**config.mk**
```make
export PLATFORM = sky130hd
export DESIGN_NAME = signed_sat_add_pipe
export DESIGN_NICKNAME = d
export VERILOG_FILES = /design/src/rtl/signed_sat_pkg.sv /design/src/rtl/signed_sat_stage.sv /design/src/rtl/signed_sat_add_pipe.sv
export SDC_FILE = /design/constraint.sdc
export NUM_CORES = 1
export LEC_CHECK = 0
export ABC_AREA = 0
export BUFFER_PORTS_ARGS = -buffer_cell sky130_fd_sc_hd__buf_2
export CAP_MARGIN = 20
export CORE_UTILIZATION = 58
export CTS_CLUSTER_SIZE = 14
export DETAILED_ROUTE_END_ITERATION = 8
export GPL_TIMING_DRIVEN = 0
export MAX_ROUTING_LAYER = met4
export PLACE_DENSITY = 0.91
export SLEW_MARGIN = 40
export SYNTH_ARGS = -nofsm -noshare
export SYNTH_HDL_FRONTEND = slang
export SYNTH_SLANG_ARGS = --single-unit
```
**constraint.sdc**
```tcl
create_clock -name clk -period 8.8 [get_ports clk]
set_clock_uncertainty 0.2 [all_clocks]
set_input_delay 1.32 -clock clk [delete_from_list [all_inputs] [get_ports clk]]
set_output_delay 1.32 -clock clk [all_outputs]
set_load 0.02 [all_outputs]
```
**src/rtl/signed_sat_pkg.sv**
```systemverilog
// rtl/signed_sat_pkg.sv - shared types and saturating add/sub arithmetic
package signed_sat_pkg;

   // Widest operand the shared arithmetic supports; callers sign-extend into it.
   localparam int MAX_W = 64;

   typedef struct packed {
      logic sub;
      logic sat_en;
   } op_t;

   typedef struct packed {
      logic [MAX_W-1:0] res;
      logic             ovf_pos;
      logic             ovf_neg;
   } addsub_t;

   function automatic logic signed [MAX_W:0] sat_max(input int w);
      logic signed [MAX_W:0] one;
      one = 1;
      return (one << (w - 1)) - one;
   endfunction

   function automatic logic signed [MAX_W:0] sat_min(input int w);
      logic signed [MAX_W:0] one;
      one = 1;
      return -(one << (w - 1));
   endfunction

   // Operands arrive sign-extended to MAX_W; the MAX_W+1 sum is exact,
   // so the flags describe the true result even for A - MIN.
   function automatic addsub_t sat_addsub(input logic [MAX_W-1:0] a,
                                          input logic [MAX_W-1:0] b,
                                          input logic sub,
                                          input logic sat_en,
                                          input int w);
      logic signed [MAX_W:0] ea, eb, sum, hi, lo;
      addsub_t r;
      ea = {a[MAX_W-1], a};
      eb = {b[MAX_W-1], b};
      sum = sub ? ea - eb : ea + eb;
      hi = sat_max(w);
      lo = sat_min(w);
      r.ovf_pos = sum > hi;
      r.ovf_neg = sum < lo;
      if (sat_en && r.ovf_pos)
         r.res = hi[MAX_W-1:0];
      else if (sat_en && r.ovf_neg)
         r.res = lo[MAX_W-1:0];
      else
         r.res = sum[MAX_W-1:0];
      return r;
   endfunction

endpackage

```
**src/rtl/signed_sat_stage.sv**
```systemverilog
// rtl/signed_sat_stage.sv - generic valid/ready register slice
import signed_sat_pkg::*;

module signed_sat_stage #(
   parameter int PW = 8
) (
   input  logic          clk,
   input  logic          rst,
   input  logic          in_valid,
   output logic          in_ready,
   input  logic [PW-1:0] in_data,
   output logic          out_valid,
   input  logic          out_ready,
   output logic [PW-1:0] out_data
);

   logic load;

   assign load     = !out_valid || out_ready;
   // Ready is forced high in reset; anything offered is dropped by the reset branch.
   assign in_ready = rst || load;

   always_ff @(posedge clk) begin
      if (rst) begin
         out_valid <= 1'b0;
         out_data  <= '0;
      end else if (load) begin
         out_valid <= in_valid;
         if (in_valid)
            out_data <= in_data;
      end
   end

endmodule

```
**src/rtl/signed_sat_add_pipe.sv**
```systemverilog
// rtl/signed_sat_add_pipe.sv - two-stage signed add/sub with saturation and overflow counter
import signed_sat_pkg::*;

module signed_sat_add_pipe #(
   parameter int W     = 8,
   parameter int CNT_W = 16
) (
   input  logic             clk,
   input  logic             rst,
   input  logic             up_valid,
   output logic             up_ready,
   input  logic [W-1:0]     a,
   input  logic [W-1:0]     b,
   input  logic             sub,
   input  logic             sat_en,
   output logic             down_valid,
   input  logic             down_ready,
   output logic [W-1:0]     res,
   output logic             ovf_pos,
   output logic             ovf_neg,
   input  logic             cnt_clr,
   output logic [CNT_W-1:0] sat_cnt
);

   localparam int S1_W = 2 * W + $bits(op_t);
   localparam int S2_W = W + 2;

   op_t                   up_op, s1_op;
   logic [S1_W-1:0]       s1_in, s1_out;
   logic [S2_W-1:0]       s2_in, s2_out;
   logic [W-1:0]          s1_a, s1_b;
   logic                  s1_valid, s2_ready;
   logic [MAX_W-1:0]      ext_a, ext_b;
   addsub_t               calc;
   logic                  unused_calc;
   logic                  cnt_max;

   assign up_op = '{sub: sub, sat_en: sat_en};
   assign s1_in = {a, b, up_op};

   signed_sat_stage #(.PW(S1_W)) u_s1 (
      .clk       (clk),
      .rst       (rst),
      .in_valid  (up_valid),
      .in_ready  (up_ready),
      .in_data   (s1_in),
      .out_valid (s1_valid),
      .out_ready (s2_ready),
      .out_data  (s1_out)
   );

   assign {s1_a, s1_b, s1_op} = s1_out;

   always_comb begin
      ext_a = MAX_W'($signed(s1_a));
      ext_b = MAX_W'($signed(s1_b));
      calc  = sat_addsub(ext_a, ext_b, s1_op.sub, s1_op.sat_en, W);
   end

   // Only the low W result bits are carried into the second stage.
   assign unused_calc = ^calc.res;
   assign s2_in       = {calc.res[W-1:0], calc.ovf_pos, calc.ovf_neg};

   signed_sat_stage #(.PW(S2_W)) u_s2 (
      .clk       (clk),
      .rst       (rst),
      .in_valid  (s1_valid),
      .in_ready  (s2_ready),
      .in_data   (s2_in),
      .out_valid (down_valid),
      .out_ready (down_ready),
      .out_data  (s2_out)
   );

   assign {res, ovf_pos, ovf_neg} = s2_out;

   assign cnt_max = &sat_cnt;

   // Clear has priority over a coincident counted delivery.
   always_ff @(posedge clk) begin
      if (rst || cnt_clr)
         sat_cnt <= '0;
      else if (down_valid && down_ready && (ovf_pos || ovf_neg) && !cnt_max)
         sat_cnt <= sat_cnt + 1'b1;
   end

endmodule
```
### Word level (Yosys, flattened, before mapping)

Index checks and enable logic that the tools add are counted.

* flip-flop bits (word level): 46
* latch bits: 0
* RAM bits: 0
* ROM bits: 0
* input port bits: 23
* output and inout bits: 28
* logic and storage cells: 30
* memories: 0

* add/sub/neg operators: 3
* multiply operators: 0
* div/mod/pow operators: 0
* $lt $le $gt $ge: 2
* equal/unequal tests: 0
* shift-type cells: 0
* multiplexer cells: 3
* bitwise gates (word level): 0
* reductions and logical operators: 17

Operators with widths (number)
* greater-than comparator 65 x 8 -> 1 bit, second input constant: 1
* < comparator 65 x 8 -> 1 bit, second input constant: 1
* 2-to-1 mux 65 bit: 1
* adder 16 x 1 -> 16 bit, second input constant: 1
* 2-to-1 mux 8 bit: 2
* AND reduction 16 bit: 1
* adder 8 x 8 -> 9 bit: 1
* subtractor 8 x 8 -> 9 bit: 1
* logical OR 1 bit: 6
* logical AND 1 bit: 5
* AND reduction 2 bit: 2
* logical NOT 1 bit: 3

### Logic depth before layout (Yosys ltp)

* depth after elaboration: 6
* mapped depth: 11
* gate-level depth less buffers: 11

### Cells and area by module

From an unflattened synthesis, not the netlist that was laid out.

* cell total of the unflattened synthesis: 314
* area, all modules: 2783.9 sq um

Modules (own cells, without submodules)
* signed_sat_add_pipe: instances 1, cells each 181, area an instance 1397.6 sq um
* signed_sat_stage at u_s1: instances 1, cells each 84, area an instance 870.8 sq um
* signed_sat_stage at u_s2: instances 1, cells each 49, area an instance 515.5 sq um

### Worst setup path after synthesis

OpenSTA, ideal clock, no wires.

* path type: in2out
* from: input down_ready
* to: output up_ready
* data arrival time: 1.715 ns
* data required time: 7.280 ns
* slack: 5.565 ns
* stages: 2
* path through: nor2b_1 -> nand3_1

* longest elaborated chain between the ends: 4

Ends and longest elaborated chain
* from (decl): line signed_sat_add_pipe.sv:17 `input logic down_ready,`
* logical OR 1 bit: line signed_sat_stage.sv:19 `assign load = !out_valid || out_ready;`
* logical OR 1 bit: line signed_sat_stage.sv:21 `assign in_ready = rst || load;`
* logical OR 1 bit: line signed_sat_stage.sv:19
* logical OR 1 bit: line signed_sat_stage.sv:21
* to (decl): line signed_sat_add_pipe.sv:11 `output logic up_ready,`

Every way passes these cells.

### Worst setup path in the final report

Ends and elaborated chain as after synthesis.

==> results.cfg <==
[yosys]
synthCells = 284
synth_area_um2 = 2361
syn_area_per_cell_um2 = 8.313
ys_seq_area_share_pct = 39.00
ys_types = 40
ys_ff_latch = 46
syn_nets = 318
yosysWarnings = 0

[clock_tree]
clock_sinks = 46
ctsHtreeMaxLevel = 2
tritoncts = yes
cts_setup_buffers = 0
cts-buffers-inserted = 5
clkTransAtPathRegs_ns = 0.08
post_cts_resized = 0
insertion_delay_ns = 0.30
clockBufferDepth = 2
root_buffer = clkbuf_8
cts_hold_buf = 0

[grt]
overflow = 0
grt_antenna_before_repair = 0
gr-usage-all-layers_pct = 26.14
grt_pass1_wl_um = 8411
grt_start_max_net_pins = 15
grt_pass1_vias = 1934

[floorplanning]
coreArea_um2 = 3771
ioPinCount = 51
die_w_um = 65.80
start_util_pct = 62.61
die_area_um2 = 4330
rows = 22
die_y_um = 65.80

[timing]
final.setup.tns_ns = 0
slew_viol_final = 0
timing.final.ws_setup_ns = 5.241
min_period_over_period_pct = 40.45
rsz0062_at_grt = no
final_hold_viol_count = 0
max_slew_margin_pct = 62.95
layout_min_cycle_time_ns = 3.559
setup_viol = 0
max_freq_ghz = 0.2810
worst_slew_pin_slew_ns = 0.5518

[place]
place_congestion = 0.8305
port_buffers = 50
dp_hpwl_um = 3615
place_ws_ns = 5.300
placed_area_um2 = 2671

[pwr]
p_leak_nw = 1.176
cellPowerDensity_nw_per_um2 = 176.5
ir_drop_mv = 0.1432

[final_layout]
final_area_um2 = 2788
final_common_cell = buf_2
diodes = 0
most-common-layout-cells = buf_2, nand2_1, dfxtp_1, nor2_1, a21oi_1
postLayoutCoreUtil_pct = 73.92
area_growth_pct = 18.07
nNetsFinal = 375
drive_above_1_share_pct = 19.30

[min_path]
hold_start = u_s1.out_data[13]
whs_path_depth = 2
hold_class = reg -> reg
hold_end = u_s1.out_data[13]

[route]
drcViolationCount = 0
drtIter0Drc = 138
wirelength_um = 4928
postRouteAntennaNets = 0
num_vias = 2164
vias_per_cell = 5.549
dr.pass1.iters = 4
routedWlPerCell_um = 12.64

[flow_run]
drv_cap = 0

[critical_path]
end_kind = output port
rr_startpoint = u_s1.out_data[2]
r2r_slack_ns = 5.44
ff2ff_path_depth = 10
worstPathArrival_ns = 2.04
reg2reg_to = u_s2.out_data[3]
start_kind = primary input
worst-setup-path-type = in -> out
crit_path_max_fanout = 3
cp_data_required_time_ns = 7.28

[outcome]
status = finished, final reports clean
[report_power, final]
part / total, mW / internal, mW / switching [mW]
Combinational: 0.111 / 0.0466 / 0.0648
Clock: 0.154 / 0.0847 / 0.0697
Sequential: 0.226 / 0.218 / 0.00859
[sequential cells by signal, summed over array words and instances, names as in the netlist]
signal / flops
sat_cnt: 16
u_s1.out_data: 18
u_s1.out_valid: 1
u_s2.out_data: 10
u_s2.out_valid: 1
[worst max-delay path, cell delays in order]
cell     delay, ns
buf_2         0.11
nor2b_1       0.25
nand3_1       0.17
buf_2         0.19
[synthesized netlist by cell type, drive strengths merged]
cell | number | share of area, %
or2 | 1 | 0.27
nand3 | 13 | 2.8
a41oi | 1 | 0.37
nand2b | 7 | 1.9
clkbuf | 6 | 0.95
o211a | 1 | 0.42
a21o | 3 | 0.95
nand4b | 1 | 0.37
a21oi | 31 | 6.6
a311o | 1 | 0.42
nor3 | 3 | 0.64
o21ai | 6 | 1.3
o2111a | 1 | 0.48
nor3b | 1 | 0.32
a221oi | 1 | 1.1
or3 | 3 | 0.79
nor2b | 1 | 0.27
buf | 2 | 0.37
nor2 | 34 | 5.4
a211oi | 9 | 2.9
inv | 9 | 1.4
xnor2 | 14 | 5.2
o31ai | 1 | 0.53
nand4 | 2 | 0.53
o211ai | 1 | 0.32
fa | 1 | 0.85
o21bai | 1 | 0.32
dfxtp | 46 | 39
xor2 | 13 | 5.1
ha | 10 | 5.3
and2 | 1 | 0.27
and3 | 3 | 0.79
nand2 | 46 | 7.3
nor4 | 1 | 0.90
mux2 | 1 | 0.48
and4 | 4 | 1.5
a31oi | 4 | 1.7
[per-layer routing]
metal	track usage (%)	wire [µm]	share of wire (%)
met1	31.26	2250	46
met2	41.71	2319	47
met3	5.517	238	4.8
met4	12.50	119	2.4
met5	-	0	0
[worst max-delay path by stage]
stage / start / endpoint / cells after the start / slack, ns
3_5_place_dp: down_ready / up_ready / 4 / 5.30
3_3_place_gp: down_ready / up_ready / 4 / 5.34
5_1_grt: down_ready / up_ready / 4 / 5.14
2_1_floorplan: down_ready / up_ready / 2 / 5.57
4_1_cts: down_ready / up_ready / 4 / 5.29
6_report: down_ready / up_ready / 4 / 5.24
[kinds of logic after synthesis]
group                      count (synthesis)  synth area share [%]
muxes                                      1                0.4769
DFF                                       46                 39.00
xor gates and xnor gates                  27                 10.33
buffers and inverters                     17                 2.755
and+or+nand+nor                          121                 23.95
adders and majority gates                 11                 6.147
AOI/OAI and AO/OA                         61                 17.33
[per-stage QoR]
step	power [mW]	hold slack [ns]	cells
after floorplan	0.3148	0.2363	284
after global placement	0.3367	0.2447	382
after detailed placement	0.3396	0.2612	382
after CTS	0.4930	0.2742	390
after global routing	0.5185	0.3101	390
final	0.4922	0.2762	390
[cell type report]
cell class / count / area [µm²]
fill: 267 / 983.4
inverter: 9 / 33.78
timing repair buffer: 50 / 250.2
clock buffer: 6 / 72.57
buffer: 8 / 31.28
sequential: 46 / 920.9
clock inverter: 2 / 37.54
multi-input combinational: 221 / 1381
tap: 48 / 60.06
(Power assumes the default switching activity.)
